## src/rtl/nes_video_axis.sv

```systemverilog
// Converts the NES PPU pixel stream into frame-aligned AXI4-Stream video.
// Palette lookup, a two-stage capture pipeline, an FWFT FIFO and a frame-drop FSM.
module nes_video_axis #(
    parameter int FIFO_DEPTH = 16,
    parameter int H_ACTIVE   = 256,
    parameter int V_ACTIVE   = 240
) (
    input  logic                          clk,
    input  logic                          rst,
    input  logic                          ppu_ce,
    input  logic [5:0]                    color,
    input  logic [8:0]                    scanline,
    input  logic [8:0]                    cycle,
    input  logic                          enable,
    output logic [31:0]                   m_axis_tdata,
    output logic                          m_axis_tvalid,
    input  logic                          m_axis_tready,
    output logic                          m_axis_tuser,
    output logic                          m_axis_tlast,
    output logic                          overflow,
    input  logic                          clr_overflow,
    output logic [15:0]                   frame_count,
    output logic [$clog2(FIFO_DEPTH):0]   fifo_level
);

    localparam int AW = $clog2(FIFO_DEPTH);
    localparam logic [8:0]    LP_H      = 9'(H_ACTIVE);
    localparam logic [8:0]    LP_V      = 9'(V_ACTIVE);
    localparam logic [8:0]    LP_V_LAST = LP_V - 9'd1;
    localparam logic [AW:0]   LP_DEPTH  = FIFO_DEPTH[AW:0];
    localparam logic [AW:0]   LP_LVL0   = {(AW+1){1'b0}};
    localparam logic [AW:0]   LP_LVL1   = {{AW{1'b0}}, 1'b1};
    localparam logic [AW-1:0] LP_PTR0   = {AW{1'b0}};
    localparam logic [AW-1:0] LP_PTR1   = {{(AW-1){1'b0}}, 1'b1};

    typedef enum logic [1:0] {
        ST_SYNC   = 2'd0,
        ST_STREAM = 2'd1,
        ST_DROP   = 2'd2
    } state_t;

    // 2C02 palette held as a constant ROM, {R,G,B}
    function automatic logic [23:0] f_palette(input logic [5:0] idx);
        logic [23:0] rgb;
        case (idx)
            6'h00: rgb = 24'h7C7C7C; 6'h01: rgb = 24'h0000FC; 6'h02: rgb = 24'h0000BC; 6'h03: rgb = 24'h4428BC;
            6'h04: rgb = 24'h940084; 6'h05: rgb = 24'hA80020; 6'h06: rgb = 24'hA81000; 6'h07: rgb = 24'h881400;
            6'h08: rgb = 24'h503000; 6'h09: rgb = 24'h007800; 6'h0A: rgb = 24'h006800; 6'h0B: rgb = 24'h005800;
            6'h0C: rgb = 24'h004058; 6'h0D: rgb = 24'h000000; 6'h0E: rgb = 24'h000000; 6'h0F: rgb = 24'h000000;
            6'h10: rgb = 24'hBCBCBC; 6'h11: rgb = 24'h0078F8; 6'h12: rgb = 24'h0058F8; 6'h13: rgb = 24'h6844FC;
            6'h14: rgb = 24'hD800CC; 6'h15: rgb = 24'hE40058; 6'h16: rgb = 24'hF83800; 6'h17: rgb = 24'hE45C10;
            6'h18: rgb = 24'hAC7C00; 6'h19: rgb = 24'h00B800; 6'h1A: rgb = 24'h00A800; 6'h1B: rgb = 24'h00A844;
            6'h1C: rgb = 24'h008888; 6'h1D: rgb = 24'h000000; 6'h1E: rgb = 24'h000000; 6'h1F: rgb = 24'h000000;
            6'h20: rgb = 24'hF8F8F8; 6'h21: rgb = 24'h3CBCFC; 6'h22: rgb = 24'h6888FC; 6'h23: rgb = 24'h9878F8;
            6'h24: rgb = 24'hF878F8; 6'h25: rgb = 24'hF85898; 6'h26: rgb = 24'hF87858; 6'h27: rgb = 24'hFCA044;
            6'h28: rgb = 24'hF8B800; 6'h29: rgb = 24'hB8F818; 6'h2A: rgb = 24'h58D854; 6'h2B: rgb = 24'h58F898;
            6'h2C: rgb = 24'h00E8D8; 6'h2D: rgb = 24'h787878; 6'h2E: rgb = 24'h000000; 6'h2F: rgb = 24'h000000;
            6'h30: rgb = 24'hFCFCFC; 6'h31: rgb = 24'hA4E4FC; 6'h32: rgb = 24'hB8B8F8; 6'h33: rgb = 24'hD8B8F8;
            6'h34: rgb = 24'hF8B8F8; 6'h35: rgb = 24'hF8A4C0; 6'h36: rgb = 24'hF0D0B0; 6'h37: rgb = 24'hFCE0A8;
            6'h38: rgb = 24'hF8D878; 6'h39: rgb = 24'hD8F878; 6'h3A: rgb = 24'hB8F8B8; 6'h3B: rgb = 24'hB8F8D8;
            6'h3C: rgb = 24'h00FCFC; 6'h3D: rgb = 24'hF8D8F8; 6'h3E: rgb = 24'h000000; 6'h3F: rgb = 24'h000000;
            default: rgb = 24'h000000;
        endcase
        return rgb;
    endfunction

    logic          w_cap;
    logic [23:0]   w_pal;
    logic          w_pop;
    logic          w_can_write;
    logic          w_want;
    logic          w_wr;
    logic          w_refuse;
    logic [26:0]   w_head;

    logic          r_s1_valid, r_s1_sof, r_s1_eol, r_s1_ll;
    logic [5:0]    r_s1_color;
    logic          r_s2_valid, r_s2_sof, r_s2_eol, r_s2_ll;
    logic [23:0]   r_s2_rbg;
    state_t        r_state;
    logic          r_overflow;
    logic [26:0]   r_mem [FIFO_DEPTH];
    logic [AW-1:0] r_wr_ptr, r_rd_ptr;
    logic [AW:0]   r_level;
    logic [15:0]   r_frame_count;

    assign w_cap = ppu_ce && (scanline < LP_V) && (cycle != 9'd0) && (cycle <= LP_H);
    assign w_pal = f_palette(r_s1_color);

    // S1: capture the visible pixel with its frame/line markers
    always_ff @(posedge clk) begin
        if (rst) begin
            r_s1_valid <= 1'b0;
            r_s1_color <= 6'd0;
            r_s1_sof   <= 1'b0;
            r_s1_eol   <= 1'b0;
            r_s1_ll    <= 1'b0;
        end else begin
            r_s1_valid <= w_cap;
            r_s1_color <= color;
            r_s1_sof   <= (cycle == 9'd1) && (scanline == 9'd0);
            r_s1_eol   <= (cycle == LP_H);
            r_s1_ll    <= (scanline == LP_V_LAST);
        end
    end

    // S2: registered palette read, reordered to {R,B,G}
    always_ff @(posedge clk) begin
        if (rst) begin
            r_s2_valid <= 1'b0;
            r_s2_rbg   <= 24'd0;
            r_s2_sof   <= 1'b0;
            r_s2_eol   <= 1'b0;
            r_s2_ll    <= 1'b0;
        end else begin
            r_s2_valid <= r_s1_valid;
            r_s2_rbg   <= {w_pal[23:16], w_pal[7:0], w_pal[15:8]};
            r_s2_sof   <= r_s1_sof;
            r_s2_eol   <= r_s1_eol;
            r_s2_ll    <= r_s1_ll;
        end
    end

    assign w_head      = r_mem[r_rd_ptr];
    assign w_pop       = m_axis_tvalid && m_axis_tready;
    assign w_can_write = (r_level != LP_DEPTH) || w_pop;

    // Which S2 pixels the current stream state wants to keep
    always_comb begin
        w_want = 1'b0;
        if (r_s2_valid) begin
            case (r_state)
                ST_SYNC, ST_DROP: w_want = r_s2_sof && enable;
                ST_STREAM:        w_want = !(r_s2_sof && !enable);
                default:          w_want = 1'b0;
            endcase
        end else begin
            w_want = 1'b0;
        end
    end

    assign w_wr     = w_want && w_can_write;
    assign w_refuse = w_want && !w_can_write;

    // Frame alignment FSM; overflow is sticky and a set beats a clear
    always_ff @(posedge clk) begin
        if (rst) begin
            r_state    <= ST_SYNC;
            r_overflow <= 1'b0;
        end else begin
            if (w_refuse) begin
                r_overflow <= 1'b1;
            end else if (clr_overflow) begin
                r_overflow <= 1'b0;
            end
            if (r_s2_valid) begin
                case (r_state)
                    ST_SYNC, ST_DROP: begin
                        if (r_s2_sof && enable) begin
                            r_state <= w_can_write ? ST_STREAM : ST_DROP;
                        end else if (r_s2_sof) begin
                            r_state <= ST_SYNC;
                        end
                    end
                    ST_STREAM: begin
                        if (r_s2_sof && !enable) begin
                            r_state <= ST_SYNC;
                        end else if (!w_can_write) begin
                            r_state <= ST_DROP;
                        end
                    end
                    default: r_state <= ST_SYNC;
                endcase
            end
        end
    end

    // FIFO storage; word = {last_line, tuser, tlast, RBG}
    always_ff @(posedge clk) begin
        if (w_wr) begin
            r_mem[r_wr_ptr] <= {r_s2_ll, r_s2_sof, r_s2_eol, r_s2_rbg};
        end
    end

    // FIFO pointers, occupancy and completed-frame counter
    always_ff @(posedge clk) begin
        if (rst) begin
            r_wr_ptr      <= LP_PTR0;
            r_rd_ptr      <= LP_PTR0;
            r_level       <= LP_LVL0;
            r_frame_count <= 16'd0;
        end else begin
            if (w_wr) begin
                r_wr_ptr <= r_wr_ptr + LP_PTR1;
            end
            if (w_pop) begin
                r_rd_ptr <= r_rd_ptr + LP_PTR1;
                if (w_head[26] && w_head[24]) begin
                    r_frame_count <= r_frame_count + 16'd1;
                end
            end
            case ({w_wr, w_pop})
                2'b10:   r_level <= r_level + LP_LVL1;
                2'b01:   r_level <= r_level - LP_LVL1;
                default: r_level <= r_level;
            endcase
        end
    end

    assign m_axis_tvalid = (r_level != LP_LVL0);
    assign m_axis_tdata  = m_axis_tvalid ? {8'h00, w_head[23:0]} : 32'h0000_0000;
    assign m_axis_tuser  = m_axis_tvalid && w_head[25];
    assign m_axis_tlast  = m_axis_tvalid && w_head[24];
    assign overflow      = r_overflow;
    assign frame_count   = r_frame_count;
    assign fifo_level    = r_level;

endmodule

```

## config.mk

```make
export PLATFORM = sky130hd
export DESIGN_NAME = nes_video_axis
export DESIGN_NICKNAME = d
export VERILOG_FILES = /design/src/rtl/nes_video_axis.sv
export SDC_FILE = /design/constraint.sdc
export NUM_CORES = 1
export LEC_CHECK = 0
export BUFFER_PORTS_ARGS = -buffer_cell sky130_fd_sc_hd__buf_4
export CORE_UTILIZATION = 55
export DETAILED_ROUTE_END_ITERATION = 16
export HOLD_SLACK_MARGIN = 0.03
export PLACE_DENSITY = 0.76
export SETUP_SLACK_MARGIN = 0.1
export SLEW_MARGIN = 20
export SYNTH_ARGS = -nofsm -noshare
export SYNTH_HDL_FRONTEND = slang
export SYNTH_SLANG_ARGS = --single-unit
```

## constraint.sdc

```tcl
create_clock -name clk -period 3.5 [get_ports clk]
set_input_delay 0.35 -clock clk [delete_from_list [all_inputs] [get_ports clk]]
set_output_delay 0.35 -clock clk [all_outputs]
set_load 0.05 [all_outputs]
```

==> implementation parameters <==
Parameter                              Value

Clocking
  H-tree depth reported by CTS    2
  Num CTS Buffers    40
  Cell at the root of the clock tree    sky130_fd_sc_hd__clkbuf_16
  Clock Path Buffers    3
  Clock tree from TritonCTS    yes
  TritonCTS sink count    404
  Reg clk slew, reported paths    60 ps
  Worst-skew pair later-pin latency    approximately 530 ps

Finish
  Post-route core utilization    65.0%
  Net count, final    1192
  Area of combinational cells with multiple inputs    5100 um2
  Share of post-route cells with drive strength above 1    25.8%
  Commonest non-fill, non-tap cell in the layout    sky130_fd_sc_hd__edfxtp_1
  Highest-count cells in the layout ignoring fill and taps    sky130_fd_sc_hd__edfxtp_1 (336), sky130_fd_sc_hd__buf_4 (107), sky130_fd_sc_hd__mux4_2 (100)
  Synth-to-layout area growth    15.2%
  Inserted Diodes    0
  Sequential cell area    11500 um2
  Layout fillers    2055

Logic synthesis
  Share of flip-flops with an asynchronous set or reset    0%
  Netlist cell types    56
  Sequential element share of the synthesized area    about 68%
  Netlist area before placement    about 17000 um2
  Seq cells post-synth    about 400
  Post-synth EDFFs    roughly 340
  Number of warning messages in the yosys log    0
  Dominant register cell in the synthesized netlist    sky130_fd_sc_hd__edfxtp_1
  Post-Synthesis Mean Instance Area    16.2 um2
  Number of standard cells after synthesis    1038

Power
  Power density over cell area    about 640 nW/um2
  Total chip power    12500 uW
  Sequential power share    around 44%
  Clock share of power    33.5%
  Share of total power consumed by net switching    29.6%
  Switching Power    about 3700 uW
  Maximum vdd ir drop    0.514 mV
  Leakage power total    0.00638 uW
  Comb power frac    22.4%
  Internal Power    8800 uW

Route
  ANT nets after route    0
  Final routed wirelength across all metal layers    36.4 mm
  Final routed DRC violation total    0
  Initial detailed-routing violation count    1039
  Routed length per placed instance    23.3 um
  Vias    9587
  First-pass iteration count of the detailed router    5
  Drt via density    6.15

Placed design
  I/O Buffers    between 70 and 80
  Final estimated routing congestion in global placement    0.897
  Half-perimeter wire length of the detailed placement result    22.0 mm
  DP Worst Slack    roughly 600 ps

Worst setup path
  Endpoint required time on the critical path    3150 ps
  Number of cells on the worst reg-to-reg path    6
  Worst reg2reg path endpoint    r_mem[11][20]
  Crit path arrival time    2910 ps
  Kind of capture point of the worst setup path    primary output
  Category of the worst setup path launch point    flip-flop
  Startpoint of the lowest-slack register-to-register path    r_s2_sof
  CP Max Fanout    28
  Reg-to-reg setup timing slack    540 ps
  Category of the most critical setup path    reg -> out

Die
  Effective utilization at floorplan    56.4%
  Std-Cell Rows    63
  Core Box Area    29900 um2
  Die outline width    177 um
  Die Footprint    31400 um2
  Vertical die dimension    177 um
  Number of I/O pins    87

Timing
  Setup slack after layout    around 240 ps
  Max-slew violation count    0
  Unrepaired setup endpoints after global routing    no
  Final worst path period share    93.1%
  Fmax achieved    307 MHz
  Clock Skews    14.3 ps
  Shortest period the worst path allows    ~3300 ps
  Worst slew margin relative to its limit    31.4%
  Tightest Pin Transition    between 1000 and 1500 ps
  Setup TNS after final layout    0 ps
  Total of endpoints with negative setup slack in the final report    0
  Final Hold Vio Count    0

Global route
  Number of global-route vias before repair    approximately 9400
  Antenna violations before repair    1
  Pin count of the biggest net entering global routing    70
  Global route total overflow    0
  Wire length of the first global-routing pass    55.9 mm
  Global routing usage summed across all routing layers    24.0%

Worst hold path
  Worst hold start    color[3]
  Worst hold path endpoint    r_s1_color[3]
  Type of the most critical hold path    in -> reg
  Count of cells along the worst hold path    2

Job
  Maximum capacitance violations    0

Outcome
  Result of the run    complete, no violations
[area by class of cell]
type | instances | share of cell area [%]
repair buffers | 119 | 5.20
well taps | 390 | 2.51
clock buffers | 55 | 5.76
flip-flops and latches | 404 | 59.0
multi-input cells | 552 | 26.3
clock inverters | 18 | 0.831
inverters | 22 | 0.425
[per-layer routing]
layer | up-vias | routed length, um | GRT usage [%]
li1 | 4227 | - | -
met1 | 4861 | 15300 | 35.0
met2 | 439 | 17600 | 38.2
met3 | 60 | 2870 | 3.76
met4 | 0 | 681 | 5.96
met5 | - | 0 | 0
[power groups by stage]
stage	Combinational, uW	Clock [uW]	Sequential (uW)
global placement	2750	0	5630
global route	2990	4410	5540
CTS	2790	4230	5540
floorplan	2020	0	5600
finish	2810	4180	5520
detailed placement	2770	0	5630
[timing repair]
item	4_1_cts	5_1_grt
hold endpoints to repair	4	0
endpoints found under the setup margin	0	12
setup buffers	0	1
resized for setup	0	0
hold buffers	4	0
[state kept, by name, indices dropped and copies added (netlist names), named ones only]
| signal | count |
|---|---|
| r_s1_valid | 1 |
| overflow | 1 |
| fifo_level | 5 |
| r_wr_ptr | 4 |
| r_s2_valid | 1 |
| frame_count | 16 |
| r_state | 2 |
| r_s2_rbg | 18 |
| r_s1_eol | 1 |
| r_s1_color | 6 |
| r_mem | 336 |
| r_s2_sof | 1 |
| r_s2_eol | 1 |
| r_rd_ptr | 4 |
| r_s2_ll | 1 |
| r_s1_ll | 1 |
| r_s1_sof | 1 |
[synthesized netlist by cell type (2+ instances only)]
cell / instances / share of area (%)
sky130_fd_sc_hd__a211o_1: 2 / 0.10
sky130_fd_sc_hd__a211oi_1: 19 / 0.85
sky130_fd_sc_hd__a21boi_0: 4 / 0.18
sky130_fd_sc_hd__a21o_1: 5 / 0.22
sky130_fd_sc_hd__a21oi_1: 35 / 1.0
sky130_fd_sc_hd__a221oi_1: 3 / 0.16
sky130_fd_sc_hd__a22oi_1: 2 / 0.089
sky130_fd_sc_hd__a311oi_1: 3 / 0.16
sky130_fd_sc_hd__a31oi_1: 7 / 0.26
sky130_fd_sc_hd__and2_1: 23 / 0.85
sky130_fd_sc_hd__and3_1: 3 / 0.11
sky130_fd_sc_hd__buf_1: 12 / 0.27
sky130_fd_sc_hd__buf_2: 7 / 0.21
sky130_fd_sc_hd__buf_4: 15 / 0.67
sky130_fd_sc_hd__clkbuf_1: 38 / 0.85
sky130_fd_sc_hd__dfxtp_1: 68 / 8.1
sky130_fd_sc_hd__edfxtp_1: 336 / 60
sky130_fd_sc_hd__ha_1: 22 / 1.6
sky130_fd_sc_hd__inv_1: 21 / 0.47
sky130_fd_sc_hd__mux2_2: 8 / 0.53
sky130_fd_sc_hd__mux2i_1: 11 / 0.65
sky130_fd_sc_hd__mux4_1: 2 / 0.31
sky130_fd_sc_hd__mux4_2: 100 / 13
sky130_fd_sc_hd__nand2_1: 64 / 1.4
sky130_fd_sc_hd__nand2b_1: 5 / 0.19
sky130_fd_sc_hd__nand3_1: 13 / 0.39
sky130_fd_sc_hd__nand4_1: 5 / 0.19
sky130_fd_sc_hd__nor2_1: 72 / 1.6
sky130_fd_sc_hd__nor2b_1: 23 / 0.85
sky130_fd_sc_hd__nor3_1: 13 / 0.39
sky130_fd_sc_hd__nor4_1: 13 / 0.48
sky130_fd_sc_hd__o211ai_1: 8 / 0.36
sky130_fd_sc_hd__o21ai_0: 30 / 0.89
sky130_fd_sc_hd__o31ai_1: 4 / 0.18
sky130_fd_sc_hd__or3_1: 3 / 0.11
sky130_fd_sc_hd__or4_1: 3 / 0.13
sky130_fd_sc_hd__xnor2_1: 12 / 0.62
sky130_fd_sc_hd__xor2_1: 6 / 0.31
[worst max-delay path by stage]
stage	startpoint	end	slack, ps	depth (start not counted)
final	flip-flop	m_axis_tdata[14]	240	5
after floorplan	r_s2_sof	r_mem[11][10]	540	6
after CTS	flip-flop	m_axis_tdata[2]	140	5
after detailed placement	r_s2_sof	r_mem[11][15]	600	6
after global routing	flip-flop	m_axis_tdata[14]	150	5
after global placement	r_s2_sof	r_mem[6][22]	670	6
[through the flow]
stage / instances / hold WS [ps] / instance area (um2)
6_report: 1560 / 45.1 / 19400
5_1_grt: 1560 / 55.9 / 19400
4_1_cts: 1559 / 42.1 / 19400
3_5_place_dp: 1482 / 423 / 18100
3_3_place_gp: 1482 / 425 / 18100
2_1_floorplan: 1051 / 414 / 16900
[kinds of logic (layout without fill, tap and decap cells)]
family                     after synthesis  in the layout  synth area share, %
xor gates and xnor gates                18             18                0.935
AOI/OAI and AO/OA                      130            130                 4.94
other                                    1             14               0.0222
DFF                                    404            404                 67.9
adders and majority gates               23             23                 1.75
and+or+nand+nor                        245            245                 6.94
muxes                                  122            122                 14.9
buffers and inverters                   95            214                 2.55
[worst max-delay path, cell delays in order, from the launching register on]
cell,delay [ps]
sky130_fd_sc_hd__dfxtp_4,650
sky130_fd_sc_hd__buf_4,450
sky130_fd_sc_hd__mux4_2,400
sky130_fd_sc_hd__mux4_2,490
sky130_fd_sc_hd__and2_1,170
sky130_fd_sc_hd__buf_4,190
No activity file was read; power rests on OpenSTA's default activity.
